`src/rtl/fetch_ctrl_if.sv`:
```
// Fetch controller bundle: instruction-memory request/response channel,
// redirect and stall from the pipeline, and the instruction handed to decode.
interface fetch_ctrl_if #(
  parameter int PC_WIDTH = 32
);
  logic                imem_req;
  logic [PC_WIDTH-1:0] imem_addr;
  logic                imem_gnt;
  logic                imem_rvalid;
  logic [31:0]         imem_rdata;
  logic                redirect_valid;
  logic [PC_WIDTH-1:0] redirect_pc;
  logic                stall;
  logic                instr_valid;
  logic [31:0]         instr;
  logic [PC_WIDTH-1:0] instr_pc;

  modport master (
    output imem_req, imem_addr, instr_valid, instr, instr_pc,
    input  imem_gnt, imem_rvalid, imem_rdata, redirect_valid, redirect_pc, stall
  );

  modport slave (
    input  imem_req, imem_addr, instr_valid, instr, instr_pc,
    output imem_gnt, imem_rvalid, imem_rdata, redirect_valid, redirect_pc, stall
  );
endinterface

```
`src/rtl/fetch_ctrl.sv`:
```
// Instruction fetch controller: one memory transaction in flight at a time,
// single-entry instruction buffer towards decode, redirect flushes in-flight data.
module fetch_ctrl #(
  parameter int                  PC_WIDTH = 32,
  parameter logic [PC_WIDTH-1:0] RESET_PC = '0
) (
  input  logic         clk,
  input  logic         rst_n,
  fetch_ctrl_if.master bus
);
  localparam logic [2:0] IDLE = 3'd0;
  localparam logic [2:0] REQ  = 3'd1;
  localparam logic [2:0] WAIT = 3'd2;
  localparam logic [2:0] HOLD = 3'd3;
  localparam logic [2:0] DROP = 3'd4;

  logic [2:0]          state_reg, state_next;
  logic [PC_WIDTH-1:0] pc_reg, pc_next;
  logic                valid_reg, valid_next;
  logic [31:0]         instr_reg;
  logic [PC_WIDTH-1:0] instr_pc_reg;

  logic                stalled;
  logic                grant;
  logic                capture;
  logic                consume;
  logic [PC_WIDTH-1:0] redirect_target;
  logic                unused_redirect_low;

  // A buffered instruction that decode refuses blocks new requests, so a
  // response can never arrive with nowhere to put it.
  assign stalled         = valid_reg && bus.stall;
  assign bus.imem_req    = (state_reg == REQ) && !stalled;
  assign grant           = bus.imem_req && bus.imem_gnt;
  assign capture         = (state_reg == WAIT) && bus.imem_rvalid && !bus.redirect_valid;
  assign consume         = valid_reg && !bus.stall;
  assign redirect_target = {bus.redirect_pc[PC_WIDTH-1:2], 2'b00};
  assign unused_redirect_low = &{1'b0, bus.redirect_pc[1:0]};

  always_comb begin
    state_next = state_reg;
    pc_next    = pc_reg;
    case (state_reg)
      IDLE: state_next = REQ;
      REQ: begin
        if (grant) begin
          state_next = WAIT;
        end else if (stalled) begin
          state_next = HOLD;
        end
      end
      WAIT: begin
        if (bus.imem_rvalid) begin
          state_next = REQ;
          pc_next    = pc_reg + PC_WIDTH'(4);
        end
      end
      HOLD: begin
        if (!bus.stall) begin
          state_next = REQ;
        end
      end
      DROP: begin
        if (bus.imem_rvalid) begin
          state_next = REQ;
        end
      end
      default: state_next = IDLE;
    endcase

    // Redirect wins; if a response to the old address is still owed we must
    // sink it in DROP before issuing the next request.
    if (bus.redirect_valid) begin
      pc_next = redirect_target;
      case (state_reg)
        REQ:     state_next = grant ? DROP : REQ;
        WAIT:    state_next = bus.imem_rvalid ? REQ : DROP;
        DROP:    state_next = bus.imem_rvalid ? REQ : DROP;
        default: state_next = REQ;
      endcase
    end
  end

  always_comb begin
    valid_next = valid_reg;
    if (bus.redirect_valid) begin
      valid_next = 1'b0;
    end else if (capture) begin
      valid_next = 1'b1;
    end else if (consume) begin
      valid_next = 1'b0;
    end
  end

  always_ff @(posedge clk or negedge rst_n) begin
    if (!rst_n) begin
      state_reg    <= IDLE;
      pc_reg       <= RESET_PC;
      valid_reg    <= 1'b0;
      instr_reg    <= '0;
      instr_pc_reg <= '0;
    end else begin
      state_reg <= state_next;
      pc_reg    <= pc_next;
      valid_reg <= valid_next;
      if (capture) begin
        instr_reg    <= bus.imem_rdata;
        instr_pc_reg <= pc_reg;
      end
    end
  end

  assign bus.imem_addr   = pc_reg;
  assign bus.instr_valid = valid_reg;
  assign bus.instr       = instr_reg;
  assign bus.instr_pc    = instr_pc_reg;
endmodule

```
`src/flat_wrapper.sv`:
```
// flat-port wrapper written by rule: the top's interface ports become plain ports
module fetch_ctrl_flat 
#(
  parameter int                  PC_WIDTH = 32,
  parameter logic [PC_WIDTH-1:0] RESET_PC = '0
)
  (clk, rst_n, bus_imem_req, bus_imem_addr, bus_instr_valid, bus_instr, bus_instr_pc, bus_imem_gnt, bus_imem_rvalid, bus_imem_rdata, bus_redirect_valid, bus_redirect_pc, bus_stall);
  fetch_ctrl_if #(.PC_WIDTH(PC_WIDTH)) bus_i ();
  input  logic clk;
  input  logic rst_n;
  output wire logic [$bits(bus_i.imem_req)-1:0] bus_imem_req;
  output wire logic [$bits(bus_i.imem_addr)-1:0] bus_imem_addr;
  output wire logic [$bits(bus_i.instr_valid)-1:0] bus_instr_valid;
  output wire logic [$bits(bus_i.instr)-1:0] bus_instr;
  output wire logic [$bits(bus_i.instr_pc)-1:0] bus_instr_pc;
  input wire logic [$bits(bus_i.imem_gnt)-1:0] bus_imem_gnt;
  input wire logic [$bits(bus_i.imem_rvalid)-1:0] bus_imem_rvalid;
  input wire logic [$bits(bus_i.imem_rdata)-1:0] bus_imem_rdata;
  input wire logic [$bits(bus_i.redirect_valid)-1:0] bus_redirect_valid;
  input wire logic [$bits(bus_i.redirect_pc)-1:0] bus_redirect_pc;
  input wire logic [$bits(bus_i.stall)-1:0] bus_stall;
  assign bus_imem_req = bus_i.imem_req;
  assign bus_imem_addr = bus_i.imem_addr;
  assign bus_instr_valid = bus_i.instr_valid;
  assign bus_instr = bus_i.instr;
  assign bus_instr_pc = bus_i.instr_pc;
  assign bus_i.imem_gnt = bus_imem_gnt;
  assign bus_i.imem_rvalid = bus_imem_rvalid;
  assign bus_i.imem_rdata = bus_imem_rdata;
  assign bus_i.redirect_valid = bus_redirect_valid;
  assign bus_i.redirect_pc = bus_redirect_pc;
  assign bus_i.stall = bus_stall;
  fetch_ctrl #(.PC_WIDTH(PC_WIDTH), .RESET_PC(RESET_PC)) u_core (.clk(clk), .rst_n(rst_n), .bus(bus_i));
endmodule
```
`config.mk`:
```
export PLATFORM = sky130hd
export DESIGN_NAME = fetch_ctrl_flat
export DESIGN_NICKNAME = d
export VERILOG_FILES = /design/src/rtl/fetch_ctrl_if.sv /design/src/rtl/fetch_ctrl.sv /design/src/flat_wrapper.sv
export SDC_FILE = /design/constraint.sdc
export NUM_CORES = 1
export LEC_CHECK = 0
export CORE_UTILIZATION = 44
export DETAILED_ROUTE_END_ITERATION = 8
export MAX_ROUTING_LAYER = met4
export PLACE_DENSITY = 0.81
export SYNTH_ARGS = -nofsm -noshare
export SYNTH_HDL_FRONTEND = slang
export SYNTH_SLANG_ARGS = --single-unit
```
`constraint.sdc`:
```
create_clock -name clk -period 2.1 [get_ports clk]
set_clock_uncertainty 0.2 [all_clocks]
set_input_delay 0.42 -clock clk [delete_from_list [all_inputs] [get_ports clk]]
set_output_delay 0.42 -clock clk [all_outputs]
set_load 0.01 [all_outputs]
```
# After elaboration in Yosys (flattened, before gate mapping)
# Cells that the tools add are included.
[word_totals] in_bits=70 elab_cells=44 regBits=100 output_inout_bits=98
[classes] n_reduce_logical=16 addsub=1 mux=15 eq_ne=7
[ops] op="$mux W32" count=3
[ops] op="$add A32 B3 Y32 const B" count=1
[ops] op="$mux W3" count=7
[ops] op="$pmux W3 S4" count=1
[ops] op="$eq A3 B2 Y1 const B" count=2
[ops] op="$logic_and A1 B1 Y1" count=6
[ops] op="$pmux W3 S2" count=1
[ops] op="$ne A4 B2 Y1 const B" count=1
[ops] op="$reduce_bool A2 Y1" count=2
[ops] op="$eq A3 B1 Y1 const B" count=1
[ops] op="$eq A3 B3 Y1 const B" count=1
[ops] op="$logic_not A1 Y1" count=3
[ops] op="$logic_not A3 Y1" count=1
[ops] op="$mux W1" count=3
[ops] op="$ne A3 B1 Y1 const B" count=1
[ops] op="$ne A3 B3 Y1 const B" count=1
[ops] op="$reduce_and A3 Y1" count=1
[ops] op="$reduce_bool A3 Y1" count=1
[ops] op="$reduce_and A2 Y1" count=1
[ops] op="$reduce_or A2 Y1" count=1

# Longest topological paths before layout
[logic_depth] word_depth=7 mapped_depth=6 mapped_depth_nobuf=5

# Worst setup path before layout
# No wires, ideal clock.
[synth_timing] path_type="reg2reg" start="register u_core.state_reg[2]" end="register u_core.pc_reg[28], in the netlist u_core.bus.imem_addr[28]" t_arrival_ps=1654 setup_slack_ps=164 synth_period_minus_slack_ps=1936 required_time_ps=1818 n_path_buf=2 stages_incl_launch_ff=7 setup_time_ps=82 path_cell_list="dfrtp_1 -> buf_6 -> and4bb_4 -> buf_12 -> nand2_4 -> or4_1 -> a31oi_1"
[synth_between] elab_chain_cells=3
[synth_lines] item="start: declaration" line_no="fetch_ctrl.sv:17" rtl="logic [2:0] state_reg, state_next;"
[synth_lines] item="start signal: assignment" line_no="fetch_ctrl.sv:103" rtl="state_reg <= state_next;"
[synth_lines] item="$eq A3 B2 Y1" line_no="fetch_ctrl.sv:43" rtl="case (state_reg)"
[synth_lines] item="$reduce_bool A2 Y1 (no source line)"
[synth_lines] item="$reduce_and A2 Y1 (no source line)"
[synth_lines] item="end signal: assignment" line_no="fetch_ctrl.sv:104" rtl="pc_reg <= pc_next;"
[synth_lines] item="end: declaration" line_no="fetch_ctrl.sv:18" rtl="logic [PC_WIDTH-1:0] pc_reg, pc_next;"
# No other way between the ends.
# A chain may end at the register's enable or synchronous reset.

# Worst setup path in the final report
[layout_timing] start="register u_core.pc_reg[11], in the netlist u_core.bus.imem_addr[11]" end="output bus_imem_addr[11]"
[layout_lines] item="end: declaration" line_no="flat_wrapper.sv:12" rtl="output wire logic [$bits(bus_i.imem_addr)-1:0] bus_imem_addr;"
# No word-level cell between the ends.

==> results.sh <==
export IMPL_status="finished clean"
export IMPL_antenna_found_initial=0
export IMPL_worstSetupStartpoint="u_core.bus.imem_addr[11]"
export IMPL_numPortBuffers=161
export IMPL_hp_class="flip-flop to flip-flop"
export IMPL_dieArea_um2=10190
export IMPL_arrival_ns=1.43
export IMPL_rows=35
export IMPL_fin_util_pct=70.69
export IMPL_layout_drive_gt1_share_pct=23.53
export IMPL_synth_adder_area_share_pct=0.2905
export IMPL_numCtsBuffers=9
export IMPL_drv_slew=0
export IMPL_slowest_delay_ns=0.54
export IMPL_synth_cell_types=40
export IMPL_start_util_pct=45.95
export IMPL_cts_htree_levels=3
export IMPL_ant_nets=0
export IMPL_viasPerCell=5.300
export IMPL_r2r_end="u_core.bus.imem_addr[16]"
export IMPL_hold_viol=0
export IMPL_ys_warnings_count=0
export IMPL_synth_largest_area_cell="dfrtp_1"
export IMPL_die_x_um=100.9
export IMPL_synth_top_cell_area_share_pct=55.78
export IMPL_hold_depth=1
export IMPL_p_per_area_nw_per_um2=965.5
export IMPL_sw_frac_of_total_pct=28.83
export IMPL_root_buffer="clkbuf_8"
export IMPL_area_delta_synth_final_pct=53.83
export IMPL_num_io_pins=168
export IMPL_ys_flop_type="dfrtp_1"
export IMPL_worst_path_max_fanout=4
export IMPL_diodes=0
export IMPL_worstReg2RegStart="u_core.state_reg[1]"
export IMPL_synthSimpleGateAreaFrac_pct=13.51
export IMPL_path_depth=2
export IMPL_cp_slowest_cell="clkdlybuf4s50_1"
export IMPL_post_route_min_period_ns=2.051
export IMPL_nNetsFinal=627
export IMPL_critical_path_buf_inv_count=2
export IMPL_cts_tree="built"
export IMPL_pwr_share_clk_pct=20.9
export IMPL_synth_top_family_by_area="multiplexers"
export IMPL_synth_edf_count=0
export IMPL_synth_xor_area_share_pct=2.034
export IMPL_worstPathRequired_ns=1.48
export IMPL_synth_compound_area_share_pct=8.077
export IMPL_start_kind="flip-flop"
export IMPL_worst_setup_path_end_kind="output pin"
export IMPL_whs_ns=0.3134
export IMPL_synth_mux_area_share_pct=16.68
export IMPL_grt_pass1_wl_mm=17.78
export IMPL_p_int_mw=4.553
export IMPL_peakVddDrop_mv=0.6744
export IMPL_synth_area_leaders="dfrtp_1 56%, mux2_2 16%, or4_1 3.0%, o31ai_1 2.8%, a31oi_1 2.5%"
export IMPL_syn_area_um2=4307
export IMPL_ctsLongestPathBuffers=2
export IMPL_p_comb_share_pct=37.3
export IMPL_p_leak_nw=2.851
export IMPL_drt_iter0_drc=97
export IMPL_clkLatencyLatePin_ns=0.36
export IMPL_grt_overflow_total=0
export IMPL_seq_area_frac_synth_pct=55.78
export IMPL_grt_pass1_vias=3625
export IMPL_grt_setup_unrepaired="no"
export IMPL_dr_total_vias=3657
export IMPL_largest_reg_flops=32
export IMPL_reg2reg_setup_slack_ns=0.11
export IMPL_fin_crit_sh_pct=97.68
export IMPL_globalplace_congestion=0.8070
export IMPL_maxCapViolCount=0
export IMPL_grtUsageTotal_pct=23.43
export IMPL_wl_mm=11.40
export IMPL_post_drt_wl_per_cell_um=16.53
export IMPL_netlist_instances=357
export IMPL_pwr_share_seq_pct=41.7
export IMPL_hpwl_mm=8.327
export IMPL_setup_viol=0
export IMPL_switchingPower_mw=1.844
export IMPL_crit_end="bus_imem_addr[11]"
export IMPL_grt_max_degree=43
export IMPL_drt_pass1_iter_count=4
export IMPL_r2r_worst_path_cells=5
export IMPL_die_h_um=100.9
export IMPL_crit_family="buffers and inverters"
export IMPL_core_um2=9371
export IMPL_crit_chain="buf_4 > clkdlybuf4s50_1"
export IMPL_relSlewSlack_pct=64.81
export IMPL_yosysMostFrequentCell="dfrtp_1"
export IMPL_ys_seq_elements=96
export IMPL_avgSynthCellArea_um2=12.06
export IMPL_drcViolationCount=0
export IMPL_worstSetupPathType="flip-flop to output pin"
export IMPL_fmax_ghz=0.4875
export IMPL_cts_clk_slew_worst_paths_ns=0.10
export IMPL_tightest_slew_ns=0.5279
export IMPL_clock_sinks=96
export IMPL_async_flop_share_pct=100.0
export IMPL_synthTopCellsByCount="96 x dfrtp_1, 62 x mux2_2, 23 x nand2_1, 21 x nor2_1"
-- placed cells by master (no fill, tap or decap), drive strengths merged, types with 10 or more instances in the layout --
master	count
clkdlybuf4s50	156
dfrtp	96
mux2	62
buf	47
nand2	25
nor2	21
or4	17
a31oi	17
o31ai	16
nand3	14
o21ai	13
clkbuf	10
-- worst min-delay path by stage --
stage / from / end / slack, ns
floorplan: rst_n / u_core.bus.imem_addr[10] / -0.08
global placement: rst_n / u_core.bus.instr[18] / 0.22
global route: u_core.bus.instr_pc[29] / u_core.bus.instr_pc[29] / 0.32
detailed placement: rst_n / u_core.bus.instr[20] / 0.23
finish: u_core.bus.instr[19] / u_core.bus.instr[19] / 0.31
CTS: u_core.bus.instr_pc[23] / u_core.bus.instr_pc[23] / 0.32
-- final cells by class --
type                       count  area [um2]
clock buffer                  10       127.6
sequential                    96        2402
clock inverter                 6       90.09
timing repair buffer         208        2042
multi-input combinational    237        1787
tap                          129       161.4
fill                         727        2746
inverter                       4       15.01
-- metal layers --
metal  routed length, um  vias to the layer above  global-route usage [%]  share of wire (%)
met4                 140                        0                   7.246                1.2
met1                4702                     1783                   29.02                 41
li1                    -                     1703                       -                  -
met2                5644                      158                   38.25                 49
met3                 915                       13                   5.409                8.0
met5                   0                        -                       -                  0
-- per-stage QoR --
step | setup slack [ns] | TNS [ns] | cell area, um2 | power [mW] | std cells
final | 0.04878 | 0 | 6625 | 6.397 | 690
after global routing | 0.004089 | 0 | 6625 | 6.730 | 690
after CTS | 0.03832 | 0 | 6615 | 6.470 | 690
after detailed placement | -0.4013 | -26.40 | 6371 | 5.119 | 672
after global placement | -0.3048 | -22.03 | 6371 | 5.020 | 672
after floorplan | 0.1637 | 0 | 4318 | 3.629 | 360
-- power groups by stage --
stage               combinational [mW]  clock (mW)  sequential (mW)
finish                            2.39        1.34             2.67
global route                      2.54        1.45             2.74
CTS                               2.42        1.37             2.68
detailed placement                2.41           0             2.71
global placement                  2.35           0             2.67
floorplan                        0.681           0             2.95
-- kinds of logic (layout without fill, tap and decap cells) --
kind of cell	Yosys count	in the layout
xor gates and xnor gates	10	10
DFF	96	96
muxes	64	64
AOI/OAI and AO/OA	54	54
and+or+nand+nor	104	104
buffers and inverters	27	228
adders and majority gates	1	1
other	1	4
-- repair_timing --
item                                   in CTS  in global routing
pin swaps                                   0                  0
hold buffers                                1                  0
endpoints found under the hold margin      34                  0
gates resized for setup                     5                  3
buffers inserted                            1                  0
setup endpoints to repair                   4                  3
(Power assumes the default switching activity.)
